## config.mk

```make
export PLATFORM = sky130hd
export DESIGN_NAME = vector_mem_sequencer
export DESIGN_NICKNAME = d
export VERILOG_FILES = /design/src/rtl/vector_mem_sequencer.sv
export SDC_FILE = /design/constraint.sdc
export NUM_CORES = 1
export LEC_CHECK = 0
export ABC_AREA = 1
export BUFFER_PORTS_ARGS = -buffer_cell sky130_fd_sc_hd__buf_2
export CORE_ASPECT_RATIO = 1.25
export CORE_MARGIN = 4
export CORE_UTILIZATION = 41
export CTS_CLUSTER_SIZE = 20
export DETAILED_ROUTE_END_ITERATION = 8
export PLACE_DENSITY_LB_ADDON = 0.2
export SETUP_SLACK_MARGIN = 0.3
export SYNTH_ARGS = -nofsm -noshare
export SYNTH_HDL_FRONTEND = slang
export SYNTH_SLANG_ARGS = --single-unit
export TNS_END_PERCENT = 5
```

## constraint.sdc

```tcl
create_clock -name clk -period 3.97 [get_ports clk]
set_input_delay 1.191 -clock clk [delete_from_list [all_inputs] [get_ports clk]]
set_output_delay 1.191 -clock clk [all_outputs]
set_load 0.02 [all_outputs]
```

## src/rtl/vector_mem_sequencer.sv

```systemverilog
// Memory-stage sequencer that splits a wide vector load/store into word beats
// on the scalar data-memory port and stalls the pipeline while it runs.
module vector_mem_sequencer #(
  parameter int N = 32,
  parameter int V = 256
) (
  input  logic         clk,
  input  logic         rst,
  input  logic         VecLoadM,
  input  logic         VecStoreM,
  input  logic [N-1:0] AddrM,
  input  logic [V-1:0] WriteDataVM,
  input  logic [N-1:0] mem_rdata,
  output logic [N-1:0] mem_addr,
  output logic         mem_re,
  output logic         mem_we,
  output logic [N-1:0] mem_wdata,
  output logic [V-1:0] ReadDataVM,
  output logic         StallVM,
  output logic         VecDoneM
);

  localparam int BEATS = V / N;
  localparam int KW = (BEATS > 1) ? $clog2(BEATS) : 1;
  localparam logic [KW-1:0] K_LAST = KW'(BEATS - 1);

  typedef enum logic [2:0] {IDLE, LOAD, DRAIN, STORE, DONE} state_t;

  state_t        state;
  state_t        state_nxt;
  logic [KW-1:0] k;
  logic [KW-1:0] k_prev;
  logic [N-1:0]  base;
  logic [V-1:0]  data;
  logic [N-1:0]  beat_addr;
  logic          request;

  assign request   = VecLoadM | VecStoreM;
  assign k_prev    = k - 1'b1;
  assign beat_addr = base + (N'(k) << 2);

  always_ff @(posedge clk) begin
    if (!rst) begin
      state      <= IDLE;
      k          <= '0;
      base       <= '0;
      data       <= '0;
      ReadDataVM <= '0;
    end else begin
      state <= state_nxt;
      case (state)
        IDLE: begin
          if (request) begin
            base <= AddrM;
            data <= WriteDataVM;
            k    <= '0;
          end
        end
        LOAD: begin
          k <= k + 1'b1;
          // Read data lags the address by one cycle, so this cycle's word
          // belongs to the beat issued last cycle.
          if (k != '0) ReadDataVM[k_prev*N +: N] <= mem_rdata;
        end
        DRAIN:   ReadDataVM[(BEATS-1)*N +: N] <= mem_rdata;
        STORE:   k <= k + 1'b1;
        default: ;
      endcase
    end
  end

  always_comb begin
    state_nxt = state;
    mem_re    = 1'b0;
    mem_we    = 1'b0;
    mem_addr  = '0;
    mem_wdata = '0;
    StallVM   = 1'b0;
    VecDoneM  = 1'b0;
    case (state)
      IDLE: begin
        // No stall request while reset is held: no transfer can start then.
        StallVM = request & rst;
        if (request) state_nxt = VecLoadM ? LOAD : STORE;
      end
      LOAD: begin
        mem_re   = 1'b1;
        mem_addr = beat_addr;
        StallVM  = 1'b1;
        if (k == K_LAST) state_nxt = DRAIN;
      end
      DRAIN: begin
        StallVM   = 1'b1;
        state_nxt = DONE;
      end
      STORE: begin
        mem_we    = 1'b1;
        mem_addr  = beat_addr;
        mem_wdata = data[k*N +: N];
        StallVM   = 1'b1;
        if (k == K_LAST) state_nxt = DONE;
      end
      DONE: begin
        // The finished instruction is still on the inputs; never restart here.
        VecDoneM  = 1'b1;
        state_nxt = IDLE;
      end
      default: state_nxt = IDLE;
    endcase
  end

endmodule
```

* Word-level counts from Yosys, hierarchy flattened
Cells that the tools add are included.
** Word-level totals
- Register bits :: 550
- Output and inout port bits :: 324
- Logic and storage cells :: 51
- Bits of input ports :: 324
** Cells by class
- Equal/unequal tests :: 9
- Reduce and logical (&&, ||, !) cells :: 11
- Bitwise operators :: 2
- Mux-type cells :: 16
- Add/subtract/negate cells :: 4
- Shift operators :: 3
** Operators by type and width (count)
- $bwmux W256 :: 1
- $mux W256 :: 1
- $shift A32 B34 Y256 const A :: 1
- $shiftx A256 B9 Y32 :: 1
- $shiftx A32 B34 Y256 :: 1
- $mux W32 :: 2
- $pmux W32 S2 :: 1
- $neg A8 Y34 :: 1
- $add A32 B5 Y32 :: 1
- $mux W3 :: 4
- $pmux W3 S4 :: 1
- $ne A2 B2 Y1 const B :: 4
- $reduce_and A2 Y1 :: 4
- $eq A3 B2 Y1 const B :: 2
- $eq A3 B3 Y1 const B :: 2
- $pmux W3 S2 :: 1
- $reduce_bool A2 Y1 :: 2
- $add A3 B1 Y3 const B :: 1
- $eq A3 B1 Y1 const B :: 1
- $logic_not A3 Y1 :: 1
- $mux W1 :: 3
- $reduce_and A3 Y1 :: 1
- $reduce_bool A3 Y1 :: 1
- $reduce_or A3 Y1 :: 1
- 6 further kinds :: 6

* Depth between registers and ports, before layout
Gate-level depths: netlist of run 1.
- Depth in word-level cells :: 6
- Mapped depth :: 17
- Depth with buffers taken out :: 13

* Worst setup path before layout of run 1
Ideal clock, no wire load.
- Path type :: reg-to-output
- Start point :: register k[1]
- End point :: output port mem_addr[18]
- Buffers on the path :: 2
- Arrival time :: 2394 ps
- Cell stages (with the launch flop) :: 14
- Required time :: 2779 ps
- Setup slack :: 385 ps
- Cells stage by stage :: dfxtp_1 -> inv_1 -> clkbuf_1 -> clkbuf_1 -> fa_1 -> inv_1 -> nand2_1 -> nand2_1 -> nand2_1 -> nor2_1 -> inv_1 -> o21ai_0 -> nand2_1 -> nor2_1
** Between the ends
- Cells in the longest elaborated chain, start to end :: 2
** Ends and longest elaborated chain
- start, declared :: line 31 : logic [KW-1:0] k;
- start signal, assigned :: line 60 : k <= k + 1'b1;
- start signal, assigned :: line 66 : STORE: k <= k + 1'b1;
- $add A32 B5 Y32 :: line 40 : assign beat_addr = base + (N'(k) << 2);
- $mux W32 :: line 80 : case (state)
- end, declared :: line 14 : output logic [N-1:0] mem_addr,
Every way passes these cells.

* Worst setup path after layout of run 1
- Start point :: register k[1]
- End point :: output port mem_wdata[13]
** Between the ends
- Cells in the longest elaborated chain, start to end :: 2
** Ends and longest elaborated chain
- $shiftx A256 B9 Y32 :: line 99 : mem_wdata = data[k*N +: N];
- $mux W32 :: line 80
- end, declared :: line 17 : output logic [N-1:0] mem_wdata,
Every way passes these cells.

==> flow_summary.ini, run 1 <==
[clocking]
htreeDepth = 2
cts_tree = done
cts_sinks = 550
cts_max_path_buffers = 3
cts_root_buffer = clkbuf_16
cts_buffers = 56
worstSkewPairLatency_ns = 0.60
path_clk_slew_ns = 0.06

[worst_setup_path]
critPathSlowestCell = buf_6
worstPathCellList = inv_2 -> buf_6 -> a21oi_1 -> o21ai_0 -> nand3_1 -> and3_1 -> buf_2
reg2reg_slack_ns = 0.69
startpoint_type = flop
crit_buf_inv = 3
cp-end-kind = output pin
required_ns = 2.78
max_stage_delay_ns = 0.49
reg2reg_to = ReadDataVM[113]
r2r_start = k[1]
path_max_fanout = 67
worstPathArrival_ns = 2.50
r2r_cells = 11
criticalPathCategory = reg -> out
cpLargestDelayFamily = buffers and inverters

[synthesis]
syn_nets = 4004
postSynthAreaPerCell_um2 = 6.75
ys_types = 34
synth_warnings = 0
synth-seq-cells = 550
synth_area_leaders = dfxtp_1 (44%), o21ai_0 (10%), a21oi_1 (10%)
postSynthCellCount = 3668
ys_seq_area_share_pct = 44.5
synth_top_area_share_pct = 44.5
synth_top_cell_by_area = dfxtp_1
syn-cell-area_mm2 = 0.0247

[sta]
post-route-period-util_pct = 93.0
slew_headroom_pct = 17.1
worstMarginPinSlew_ns = 1.24
setup_tns_ns = 0
setup_violations = 0
finClkSkew_ns = 0.0168
drv_slew = 0
period_needed_ns = 3.69
max_freq_ghz = 0.271
final_hold_viol_count = 0
rsz0062_at_grt = yes

[global_route]
grt_pass1_vias = 23497
grt_pass1_wl_mm = 143
antenna_found_initial = 14
grt_max_degree = 212
grt.overflow.total = 0
track_usage_pct = 28.5

[pwr]
p_sw_share_pct = 36.6
power.internal_mw = 11.1
power_density_mw_per_mm2 = 573
ir_drop_mv = 0.487
p_switching_mw = 6.37
seq_power_share_pct = 39.8
pwr-share-comb_pct = 30.0
p_leak_nw = 14.9
p_clk_share_pct = 30.2

[placed_design]
io_buffers = 647
dpl.cell_count = 4865
gp_congestion = 0.936
place_hpwl_mm = 70.9

[floorplan]
die_y_um = 283
core_mm2 = 0.0597
io_pins = 648
rows = 100
die_area_mm2 = 0.0644
die_x_um = 228
initial_utilization_pct = 41.5

[route]
wl_per_cell_um = 19.5
first_pass_iters = 5
viasPerCell = 5.02
drt_iter0_markers = 1898
route.vias.total = 25008
antenna_left = 0
drt_wl_total_mm = 97.4
drc = 0

[hold_path]
holdPathEnd = ReadDataVM[170]
hold_depth = 2
hp-start = ReadDataVM[170]
hold_path.class = reg -> reg

[cells_and_area]
syn_to_final_growth_pct = 22.8
drive_above_1_share_pct = 20.0
nets = 4508
final_cells = 4985

[job]
cap_violations = 0

[status]
outcome = complete, no violations
-- repair_timing --
action	4_1_cts	5_1_grt
resized for setup	38	16
cloned	2	0
setup endpoints to repair	54	54
hold buffers	0	0
buffers inserted	7	5
pin swaps	7	7
-- cell usage after synthesis --
cell and n:
buf_1 12, nor2_1 541, nand4_1 7, buf_4 11, clkbuf_2 2, o21ai_1 43
nand3b_4 1, and3_1 32, nor3_1 35, nand3_2 1, clkbuf_1 123, nand2_2 3
or2_1 1, nand3_1 82, nand3_4 1, nand2_4 3, xor2_1 3, a21oi_1 506
nor2_4 2, inv_2 11, buf_2 100, fa_1 1, ha_1 11, o21ai_0 507
nor2_8 1, inv_1 539, nand2_1 528, nand3b_1 1, nand3b_2 2, dfxtp_1 550
buf_6 5, nor4_1 1, or2_2 1, a21oi_4 1
-- area by class of cell --
class | count | area (um^2)
Antenna cell | 9 | 22.5
Clock buffer | 86 | 1680
Clock inverter | 11 | 115
Fill cell | 6181 | 29300
Inverter | 550 | 2070
Multi-Input combinational cell | 2315 | 10700
Sequential cell | 550 | 11000
Tap cell | 765 | 957
Timing Repair Buffer | 699 | 3860
-- worst min-delay path: cells and delay by family (launching register included) --
| kind | cells | cell delay (ns) |
|---|---|---|
| buffers and inverters | 1 | 0.04 |
| AOI/OAI and AO/OA | 1 | 0.05 |
| DFF | 1 | 0.30 |
-- state kept, by name (all words and copies together) (netlist names) --
name	cells
ReadDataVM	256
state	3
k	3
data	256
base	32
-- how the worst max path moves through the flow --
stage | endpoint | from | cells past startpoint | slack [ns]
floorplan | mem_addr[18] | k[1] | 13 | 0.38
detailed placement | ReadDataVM[202] | k[0] | 14 | 0.41
finish | mem_wdata[13] | k[1] | 7 | 0.28
CTS | mem_addr[24] | k[0] | 13 | 0.23
global placement | ReadDataVM[97] | k[0] | 11 | 0.46
global route | mem_addr[26] | k[0] | 14 | 0.20
-- per-stage QoR --
step / hold WS, ns / instance area [um^2] / utilization, % / setup slack (ns) / total power [mW]
2_1_floorplan: 0.420 / 24800 / - / 0.385 / 10.4
5_1_grt: 0.453 / 30400 / 50.9 / 0.199 / 18.4
4_1_cts: 0.442 / 30300 / 50.7 / 0.233 / 17.5
3_5_place_dp: 0.433 / 28200 / 47.3 / 0.408 / 12.1
6_report: 0.439 / 30400 / 50.9 / 0.276 / 17.4
3_3_place_gp: 0.429 / 28200 / 47.3 / 0.462 / 12.0
-- routing by layer --
layer	global-route usage (%)	up-vias	wire, um
met4	13.9	10	5150
met5	0	-	74
met1	32.6	11356	37400
met2	51.3	884	48600
met3	5.38	190	6190
li1	-	12568	-
-- placed cells by master, fill, tap and decap left out, types with 2 or more instances in the layout --
| cell type | n |
|---|---|
| nor3_2 | 3 |
| clkbuf_8 | 14 |
| o21ai_0 | 505 |
| nor2_4 | 8 |
| clkbuf_1 | 15 |
| nand3_1 | 79 |
| nand2_4 | 6 |
| and3_1 | 32 |
| buf_2 | 642 |
| nor2_1 | 532 |
| clkinvlp_4 | 2 |
| dfxtp_2 | 2 |
| nand2_2 | 6 |
| a21oi_1 | 506 |
| diode_2 | 9 |
| o21ai_1 | 45 |
| nand4_1 | 7 |
| nor2_2 | 3 |
| nor3_1 | 31 |
| xor2_1 | 3 |
| clkbuf_16 | 57 |
| nand3_2 | 2 |
| buf_12 | 9 |
| inv_2 | 14 |
| ha_1 | 9 |
| clkinv_2 | 5 |
| dfxtp_1 | 546 |
| nand3_4 | 3 |
| buf_4 | 40 |
| buf_16 | 2 |
| bufbuf_16 | 2 |
| buf_6 | 3 |
| nand2_1 | 522 |
| dfxtp_4 | 2 |
| nand3b_2 | 2 |
| inv_1 | 535 |
| bufinv_16 | 2 |
-- power by group through the flow --
stage / registers [mW] / clock network (mW) / logic [mW]
6_report: 6.93 / 5.26 / 5.23
2_1_floorplan: 7.10 / 0 / 3.34
5_1_grt: 7.02 / 5.57 / 5.81
3_3_place_gp: 7.02 / 0 / 5.03
4_1_cts: 6.92 / 5.36 / 5.21
3_5_place_dp: 7.03 / 0 / 5.08
-- cell families after synthesis --
kind of cell / count (synthesis) / share of synthesized area (%)
XOR/XNOR: 3 / 0.106
adder cells (fa/ha/maj): 12 / 0.637
AND/OR/NAND/NOR: 1243 / 20.3
buffers and inverters: 803 / 13.0
AO/OA/AOI/OAI: 1057 / 21.4
flip-flops: 550 / 44.5
Power figures use the tool's default switching activity.
==> inputs of run 2 (changes only) <==
==> constraint.sdc (replaced) <==
create_clock -name clk -period 3.97 [get_ports clk]
set_input_delay 0.5955 -clock clk [delete_from_list [all_inputs] [get_ports clk]]
set_output_delay 0.5955 -clock clk [all_outputs]
set_load 0.02 [all_outputs]
==> flow_summary.ini, run 2 (synthesis results as in run 1) <==
[pwr]
p_switching_mw = 6.31
p_sw_share_pct = 35.6
power_density_mw_per_mm2 = 583
seq_power_share_pct = 39.0
power.internal_mw = 11.4
p_leak_nw = 14.9
pwr-share-comb_pct = 28.4
p_clk_share_pct = 32.6
ir_drop_mv = 0.354

[status]
outcome = complete, no violations

[sta]
finClkSkew_ns = 0.0131
rsz0062_at_grt = yes
setup_tns_ns = 0
post-route-period-util_pct = 90.0
whs_ns = 0.264
period_needed_ns = 3.57
slew_headroom_pct = 16.9
worstMarginPinSlew_ns = 1.25
final_hold_viol_count = 0
max_freq_ghz = 0.280
setup_violations = 0
drv_slew = 0

[route]
viasPerCell = 4.98
route.vias.total = 24866
drt_wl_total_mm = 94.9
antenna_left = 0
wl_per_cell_um = 19.0
drc = 0
drt_iter0_markers = 1848
first_pass_iters = 5

[cells_and_area]
ff_latch_area_mm2 = 0.0110
nets = 4503
utilization_pct = 50.9
drive_above_1_share_pct = 19.5
syn_to_final_growth_pct = 22.7
top_regs = ReadDataVM x256, data x256, base x32
multi_input_area_mm2 = 0.0105
nFillCells = 6165
mostFrequentLayoutCells = buf_2 (646), dfxtp_1 (547), inv_1 (538), nor2_1 (538), nand2_1 (528)
layout_commonest_cell = buf_2
final_area_mm2 = 0.0304

[placed_design]
io_buffers = 647
place_hpwl_mm = 70.5
gp_congestion = 0.891
placed_cell_area_mm2 = 0.0283

[worst_setup_path]
cp-end-kind = output pin
startpoint_type = flop
path_max_fanout = 72
required_ns = 3.37
r2r_cells = 9
worstPathArrival_ns = 2.98
criticalPathCategory = reg -> out

[clocking]
cts_tree = done
cts_max_path_buffers = 3
htreeDepth = 2
hold_buffers = 0
post_cts_buffers = 0
cts_root_buffer = clkbuf_16
path_clk_slew_ns = 0.06
worstSkewPairLatency_ns = 0.61
cts_sinks = 550
cts_buffers = 58

[floorplan]
die_area_mm2 = 0.0644
rows = 100
core_mm2 = 0.0597
initial_utilization_pct = 41.5
die_y_um = 283
io_pins = 648
die_x_um = 228

[job]
cap_violations = 0

[hold_path]
hold_depth = 3
hold_path.class = in -> reg

[global_route]
antenna_found_initial = 18
grt_max_degree = 127
grt.overflow.total = 0
grt_pass1_vias = 23169
track_usage_pct = 27.8
grt_pass1_wl_mm = 139
==> run 2: per-stage QoR <==
stage,power [mW],std cells,setup slack (ns)
after CTS,17.8,4981,0.388
after floorplan,10.4,3668,0.980
after global routing,18.7,4987,0.244
after detailed placement,12.0,4872,0.843
after global placement,12.0,4872,0.865
final,17.7,4994,0.397
==> run 2: cell type report <==
cell class | count | area share [%]
antenna | 13 | 0.107
clock buffer | 90 | 5.88
multi-input combinational | 2315 | 34.7
timing repair buffer | 692 | 12.2
inverter | 550 | 6.81
clock inverter | 19 | 0.783
sequential | 550 | 36.3
tap | 765 | 3.15
==> run 2: layer usage <==
layer / vias up / GRT usage (%) / part of all wire, %
li1: 12577 / - / -
met1: 11205 / 31.6 / 38
met2: 876 / 50.2 / 50
met3: 194 / 5.88 / 7.3
met4: 14 / 12.8 / 5.0
met5: - / 0 / 0.11
==> run 2: path summary, 6_finish.rpt <==
| path | start | end | slack, ns |
|---|---|---|---|
| max | k[0] | mem_wdata[27] | 0.40 |
| min | WriteDataVM[234] | data[234] | 0.26 |
| max reg2reg | k[0] | ReadDataVM[155] | 0.79 |
| min reg2reg | data[103] | data[103] | 0.44 |
==> run 2: power groups by stage <==
stage | registers, mW | clock network [mW] | logic, mW
2_1_floorplan | 7.10 | 0 | 3.34
3_3_place_gp | 7.01 | 0 | 4.98
3_5_place_dp | 7.03 | 0 | 5.01
4_1_cts | 6.91 | 5.87 | 5.03
5_1_grt | 7.01 | 6.08 | 5.61
6_report | 6.91 | 5.76 | 5.03
==> run 2: worst max-delay path, stage by stage, from the launching register on <==
cell and delay, ns:
dfxtp_4 0.38, buf_4 0.60, buf_6 0.44, a21oi_1 0.13
o21ai_0 0.11, nand3_1 0.21, and3_1 0.26, buf_2 0.17
==> run 2: repair_timing <==
item,CTS,global route
hold endpoints to repair,0,0
gates resized for setup,1,3
setup endpoints to repair,5,8
